### config.mk
export PLATFORM = sky130hd
export DESIGN_NAME = fir_tap_scheduler
export DESIGN_NICKNAME = d
export VERILOG_FILES = /design/src/rtl/fir_tap_scheduler.sv
export SDC_FILE = /design/constraint.sdc
export NUM_CORES = 1
export LEC_CHECK = 0
export ABC_AREA = 1
export BUFFER_PORTS_ARGS = -buffer_cell sky130_fd_sc_hd__buf_2
export CORE_ASPECT_RATIO = 2
export CORE_MARGIN = 2
export CORE_UTILIZATION = 35
export CTS_CLUSTER_SIZE = 30
export DETAILED_ROUTE_END_ITERATION = 10
export GPL_TIMING_DRIVEN = 0
export PLACE_DENSITY = 0.56
export SYNTH_ARGS = -nofsm -noshare
export SYNTH_HDL_FRONTEND = slang
export SYNTH_SLANG_ARGS = --single-unit
### constraint.sdc
create_clock -name clk -period 6.9 [get_ports clk]
set_clock_uncertainty 0.2 [all_clocks]
set_input_delay 0.345 -clock clk [delete_from_list [all_inputs] [get_ports clk]]
set_output_delay 0.345 -clock clk [all_outputs]
set_load 0.03 [all_outputs]
### src/rtl/fir_tap_scheduler.sv
// Sequential single-MAC FIR: stores the tap history and steps one tap per cycle.
// Optional build macro FIR_SATURATE_EN clamps the result instead of wrapping it.
module fir_tap_scheduler #(
    parameter int NUM_TAPS    = 5,
    parameter int DATA_WIDTH  = 16,
    parameter int COEFF_WIDTH = 16,
    parameter int COEFF_FRAC  = 15,
    parameter int ADDR_WIDTH  = $clog2(NUM_TAPS)
) (
    input  logic                          clk,
    input  logic                          reset,
    input  logic signed [DATA_WIDTH-1:0]  sampleIn,
    input  logic                          sampleValid,
    output logic        [ADDR_WIDTH-1:0]  coeffAddr,
    input  logic signed [COEFF_WIDTH-1:0] coeffData,
    output logic signed [DATA_WIDTH-1:0]  firData,
    output logic                          firValid,
    output logic                          busy,
    output logic                          overrun,
    input  logic                          overrunClear
);

    localparam int PROD_WIDTH = DATA_WIDTH + COEFF_WIDTH;
    localparam int ACC_WIDTH  = PROD_WIDTH + $clog2(NUM_TAPS);
    localparam logic [ADDR_WIDTH-1:0] LAST_TAP = ADDR_WIDTH'(NUM_TAPS - 1);

    typedef enum logic [1:0] {
        IDLE,
        MAC,
        DONE
    } state_e;

    state_e                         state_q, state_d;
    logic signed [DATA_WIDTH-1:0]   hist_q [NUM_TAPS];
    logic signed [DATA_WIDTH-1:0]   hist_d [NUM_TAPS];
    logic        [ADDR_WIDTH-1:0]   wr_ptr_q, wr_ptr_d;
    logic        [ADDR_WIDTH-1:0]   tap_q, tap_d;
    logic signed [ACC_WIDTH-1:0]    acc_q, acc_d;
    logic signed [DATA_WIDTH-1:0]   fir_data_q, fir_data_d;
    logic                           fir_valid_q, fir_valid_d;
    logic                           overrun_q, overrun_d;

    logic        [ADDR_WIDTH-1:0]   rd_idx;
    logic signed [DATA_WIDTH-1:0]   rd_sample;
    logic signed [PROD_WIDTH-1:0]   product;
    logic signed [ACC_WIDTH-1:0]    acc_sum;
    logic signed [DATA_WIDTH-1:0]   result_out;

    // Tap k reads the sample k frames older than the newest one at wr_ptr.
    always_comb begin
        if (wr_ptr_q >= tap_q) begin
            rd_idx = wr_ptr_q - tap_q;
        end else begin
            rd_idx = wr_ptr_q + (ADDR_WIDTH'(NUM_TAPS) - tap_q);
        end
        rd_sample = hist_q[rd_idx];
        product   = PROD_WIDTH'(rd_sample) * PROD_WIDTH'(coeffData);
        acc_sum   = acc_q + ACC_WIDTH'(product);
    end

`ifdef FIR_SATURATE_EN
    localparam logic signed [ACC_WIDTH-1:0] MAX_OUT =
        {{(ACC_WIDTH-DATA_WIDTH+1){1'b0}}, {(DATA_WIDTH-1){1'b1}}};
    localparam logic signed [ACC_WIDTH-1:0] MIN_OUT =
        {{(ACC_WIDTH-DATA_WIDTH+1){1'b1}}, {(DATA_WIDTH-1){1'b0}}};

    logic signed [ACC_WIDTH-1:0] scaled;

    always_comb begin
        scaled = acc_sum >>> COEFF_FRAC;
        if (scaled > MAX_OUT) begin
            result_out = {1'b0, {(DATA_WIDTH-1){1'b1}}};
        end else if (scaled < MIN_OUT) begin
            result_out = {1'b1, {(DATA_WIDTH-1){1'b0}}};
        end else begin
            result_out = scaled[DATA_WIDTH-1:0];
        end
    end
`else
    // Low bits of the arithmetic shift are just a slice of the accumulator.
    assign result_out = acc_sum[COEFF_FRAC +: DATA_WIDTH];
`endif

    // NOTE: every signal gets a default before the case so no latch is inferred.
    always_comb begin
        state_d     = state_q;
        hist_d      = hist_q;
        wr_ptr_d    = wr_ptr_q;
        tap_d       = tap_q;
        acc_d       = acc_q;
        fir_data_d  = fir_data_q;
        fir_valid_d = 1'b0;
        overrun_d   = overrun_q;

        if (overrunClear) begin
            overrun_d = 1'b0;
        end
        if (sampleValid && (state_q != IDLE)) begin
            overrun_d = 1'b1;
        end

        case (state_q)
            IDLE: begin
                if (sampleValid) begin
                    hist_d[wr_ptr_q] = sampleIn;
                    tap_d            = '0;
                    acc_d            = '0;
                    state_d          = MAC;
                end
            end
            MAC: begin
                acc_d = acc_sum;
                if (tap_q == LAST_TAP) begin
                    tap_d       = '0;
                    fir_data_d  = result_out;
                    fir_valid_d = 1'b1;
                    state_d     = DONE;
                end else begin
                    tap_d = tap_q + ADDR_WIDTH'(1);
                end
            end
            DONE: begin
                wr_ptr_d = (wr_ptr_q == LAST_TAP) ? '0 : wr_ptr_q + ADDR_WIDTH'(1);
                state_d  = IDLE;
            end
            default: state_d = IDLE;
        endcase
    end

    // NOTE: the history is reset too, since a reset must not leak old samples into the next result.
    always_ff @(posedge clk) begin
        if (!reset) begin
            state_q     <= IDLE;
            wr_ptr_q    <= '0;
            tap_q       <= '0;
            acc_q       <= '0;
            fir_data_q  <= '0;
            fir_valid_q <= 1'b0;
            overrun_q   <= 1'b0;
            for (int i = 0; i < NUM_TAPS; i++) begin
                hist_q[i] <= '0;
            end
        end else begin
            state_q     <= state_d;
            hist_q      <= hist_d;
            wr_ptr_q    <= wr_ptr_d;
            tap_q       <= tap_d;
            acc_q       <= acc_d;
            fir_data_q  <= fir_data_d;
            fir_valid_q <= fir_valid_d;
            overrun_q   <= overrun_d;
        end
    end

    assign coeffAddr = tap_q;
    assign firData   = fir_data_q;
    assign firValid  = fir_valid_q;
    assign busy      = (state_q != IDLE);
    assign overrun   = overrun_q;

endmodule

==> reports/qor.yml <==
hold_depth: 3
finalCritPeriodShare: 1.115
cp_max_fo: 6
area_growth_pct: 29.97
post-place-ws_ps: -1757
grt_usage: 0.2432
route.final.wire_length_mm: 58.92
firstDrtPassIters: 7
cts.sinks: 137
failed_checks: "negative setup slack"
setup_viol: 36
synth_cell_type_count: 41
async_reset_ff_frac: 0
clock.fmax_mhz: 130.0
synth_edf_count: 0
floorplan.initialDensity: 0.3542
required_ps: 7040
clk_pin_slew_worst_paths_ps: 70
final_nets: 2734
routedWlPerCell_um: 19.99
die_h_um: 310.9
fillers: 4627
min_to: "hist_q[12]$_SDFFE_PN0P_"
ctsLongestPathBuffers: 2
placed_cells: 2766
grt_max_degree: 17
worstSetupEndpointType: "register"
ant_nets: 0
area.sequential_um2: 2763
antennaDiodeCount: 0
synth.avg_cell_area_um2: 7.901
min-delay-start: "sampleIn[12]"
viasPerCell: 5.055
dieArea_um2: 48940
core_area_um2: 46520
die_w_um: 157.4
placement_rows: 112
fin_crit_ps: 7691
layoutNonFillerInstCount: 2947
status: "finished with violations"
synth_cells: 2086
port_buffers: 53
tns_ps: -18530
boundaryPins: 58
fin_util: 0.4604
tightest_slew_ps: 1180
slew_headroom: 0.2072
critPathLaunchType: "register"
final_hold_viol_count: 0
place.gp.congestion: 0.9475
path_class: "reg2reg"
grt_antenna_before_repair: 1
synth_fp_nets: 2513
hp-class: "in2reg"
hpwl_mm: 46.24
overflow: 0
drc: 0
crit_path_frequent_cell: "fa_1"
slew_violations: 0
multi_input_area_um2: 13550
grt_pass1_vias: 16100
drt_iter0_markers: 659
root_buffer: "clkbuf_16"
cts_tree: "built"
syn-cell-area_um2: 16480
cpPeakStageDelay_ps: 600
synth_warnings: 0
maxCapViolCount: 0
seq_area_frac_synth: 0.1664
cts_made_buffers: 17
r2r-end: "firData[12]$_SDFFE_PN0P_"
r2r_cells: 35
clkLatencyLatePin_ps: 440
arrival_ps: 7830
synth_seq_cells: 137
synth_ff_type: "dfxtp_1"
num_vias: 14900
grt_pass1_wl_mm: 88.16
drive_above_1_share: 0.2750
h-tree-depth: 4
r2r_slack_ps: -790
rsz0062_at_grt: "true"
slowest_stage: "fa_1"
fin_ws_ps: -790.7
worstReg2RegStart: "wr_ptr_q[0]$_SDFFE_PN0N_"
==> per-stage QoR <==
stage / hold WS [ps] / cell area, um2
2_1_floorplan: 230.0 / 16750
3_3_place_gp: 252.1 / 17800
3_5_place_dp: 256.6 / 17800
4_1_cts: 0.5253 / 20410
5_1_grt: 28.12 / 21420
6_report: 16.41 / 21420
==> worst max-delay path by stage <==
stage,startpoint,endpoint,slack (ps),cells after the start
global route,wr_ptr_q[0]$_SDFFE_PN0N_,acc_q[27]$_SDFFE_PN0P_,-990,33
floorplan,coeffAddr[2]$_SDFFE_PN0P_,acc_q[27]$_SDFFE_PN0P_,-110,35
detailed placement,wr_ptr_q[2]$_SDFFE_PN0N_,acc_q[27]$_SDFFE_PN0P_,-1760,32
CTS,wr_ptr_q[0]$_SDFFE_PN0N_,acc_q[26]$_SDFFE_PN0P_,-660,35
global placement,wr_ptr_q[0]$_SDFFE_PN0N_,acc_q[27]$_SDFFE_PN0P_,-1790,32
finish,wr_ptr_q[0]$_SDFFE_PN0N_,firData[12]$_SDFFE_PN0P_,-790,35
==> cell usage after synthesis (all sizes together) (2+ instances only) <==
library cell | count | area (um2)
dfxtp | 137 | 2743
a31oi | 2 | 12.51
nor4 | 2 | 12.51
o211ai | 5 | 37.54
clkbuf | 52 | 195.2
nand3b | 7 | 65.06
nor3 | 6 | 30.03
a21oi | 91 | 470.5
xnor2 | 7 | 61.31
or2 | 9 | 56.30
o221ai | 15 | 131.4
nand3 | 58 | 335.3
fa | 286 | 5725
a211oi | 3 | 22.52
ha | 105 | 1314
clkinv | 6 | 27.53
xor2 | 6 | 52.55
nand2 | 344 | 1381
buf | 14 | 71.31
o21ai | 144 | 720.7
inv | 416 | 1564
nand4 | 8 | 50.05
a21o | 2 | 15.01
nor2 | 359 | 1371
==> layer usage <==
layer,wire [um],part of all wire,global-route usage,up-vias
met3,1854,0.031,0.02604,262
met5,16,0.00027,0,-
met2,33710,0.57,0.4777,488
met4,6215,0.11,0.2035,2
met1,17120,0.29,0.2096,7372
li1,-,-,-,6772
==> cell usage in the layout (no fill, tap or decap), drive strengths merged, types with 3 or more instances in the layout <==
cell	n
inv	413
nor2	359
nand2	345
fa	286
buf	209
o21ai	144
dfxtp	137
ha	105
a21oi	91
clkbuf	73
nand3	58
o221ai	15
clkinv	11
or2	9
nand4	8
clkinvlp	7
nand3b	7
xnor2	7
dlygate4sd3	6
xor2	6
nor3	6
o211ai	5
a211oi	3
==> cell type report <==
type	count	share of cell area
multi-input cells	1462	0.6325
flip-flops and latches	137	0.1290
inverters	422	0.07985
repair buffers	202	0.07635
well taps	627	0.03663
clock buffers	21	0.02196
plain buffers	65	0.01752
clock inverters	11	0.006250
==> what timing repair did <==
| action | CTS | global route |
|---|---|---|
| gates resized for setup | 334 | 201 |
| gates cloned | 3 | 1 |
| hold buffers | 6 | 0 |
| buffers inserted | 91 | 51 |
| pin swaps | 87 | 108 |
| setup endpoints to repair | 40 | 39 |
| hold endpoints to repair | 12 | 0 |
==> critical path, delay by kind of cell, from the launching register on <==
family,cells,cell delay [ps]
compound gates,8,1040
simple gates,5,590
flops,1,370
fa+ha+maj,9,4150
xor+xnor,1,170
buf+inv,12,1030
==> flip-flops by register name (all words and copies together) (netlist names) <==
register	flops
firValid	1
acc_q	31
wr_ptr_q	3
overrun	1
state_q	2
coeffAddr	3
hist_q	80
firData	16
==> logic make-up after synthesis <==
group                    synth area share
flip-flops                         0.1664
AO/OA/AOI/OAI                     0.08647
AND/OR/NAND/NOR                    0.2003
buffers and inverters              0.1127
adder cells (fa/ha/maj)            0.4271
XOR/XNOR                         0.006909
Power is not shown: default switching activity piles up to over one toggle a cycle in this logic, so the estimate is an artifact.
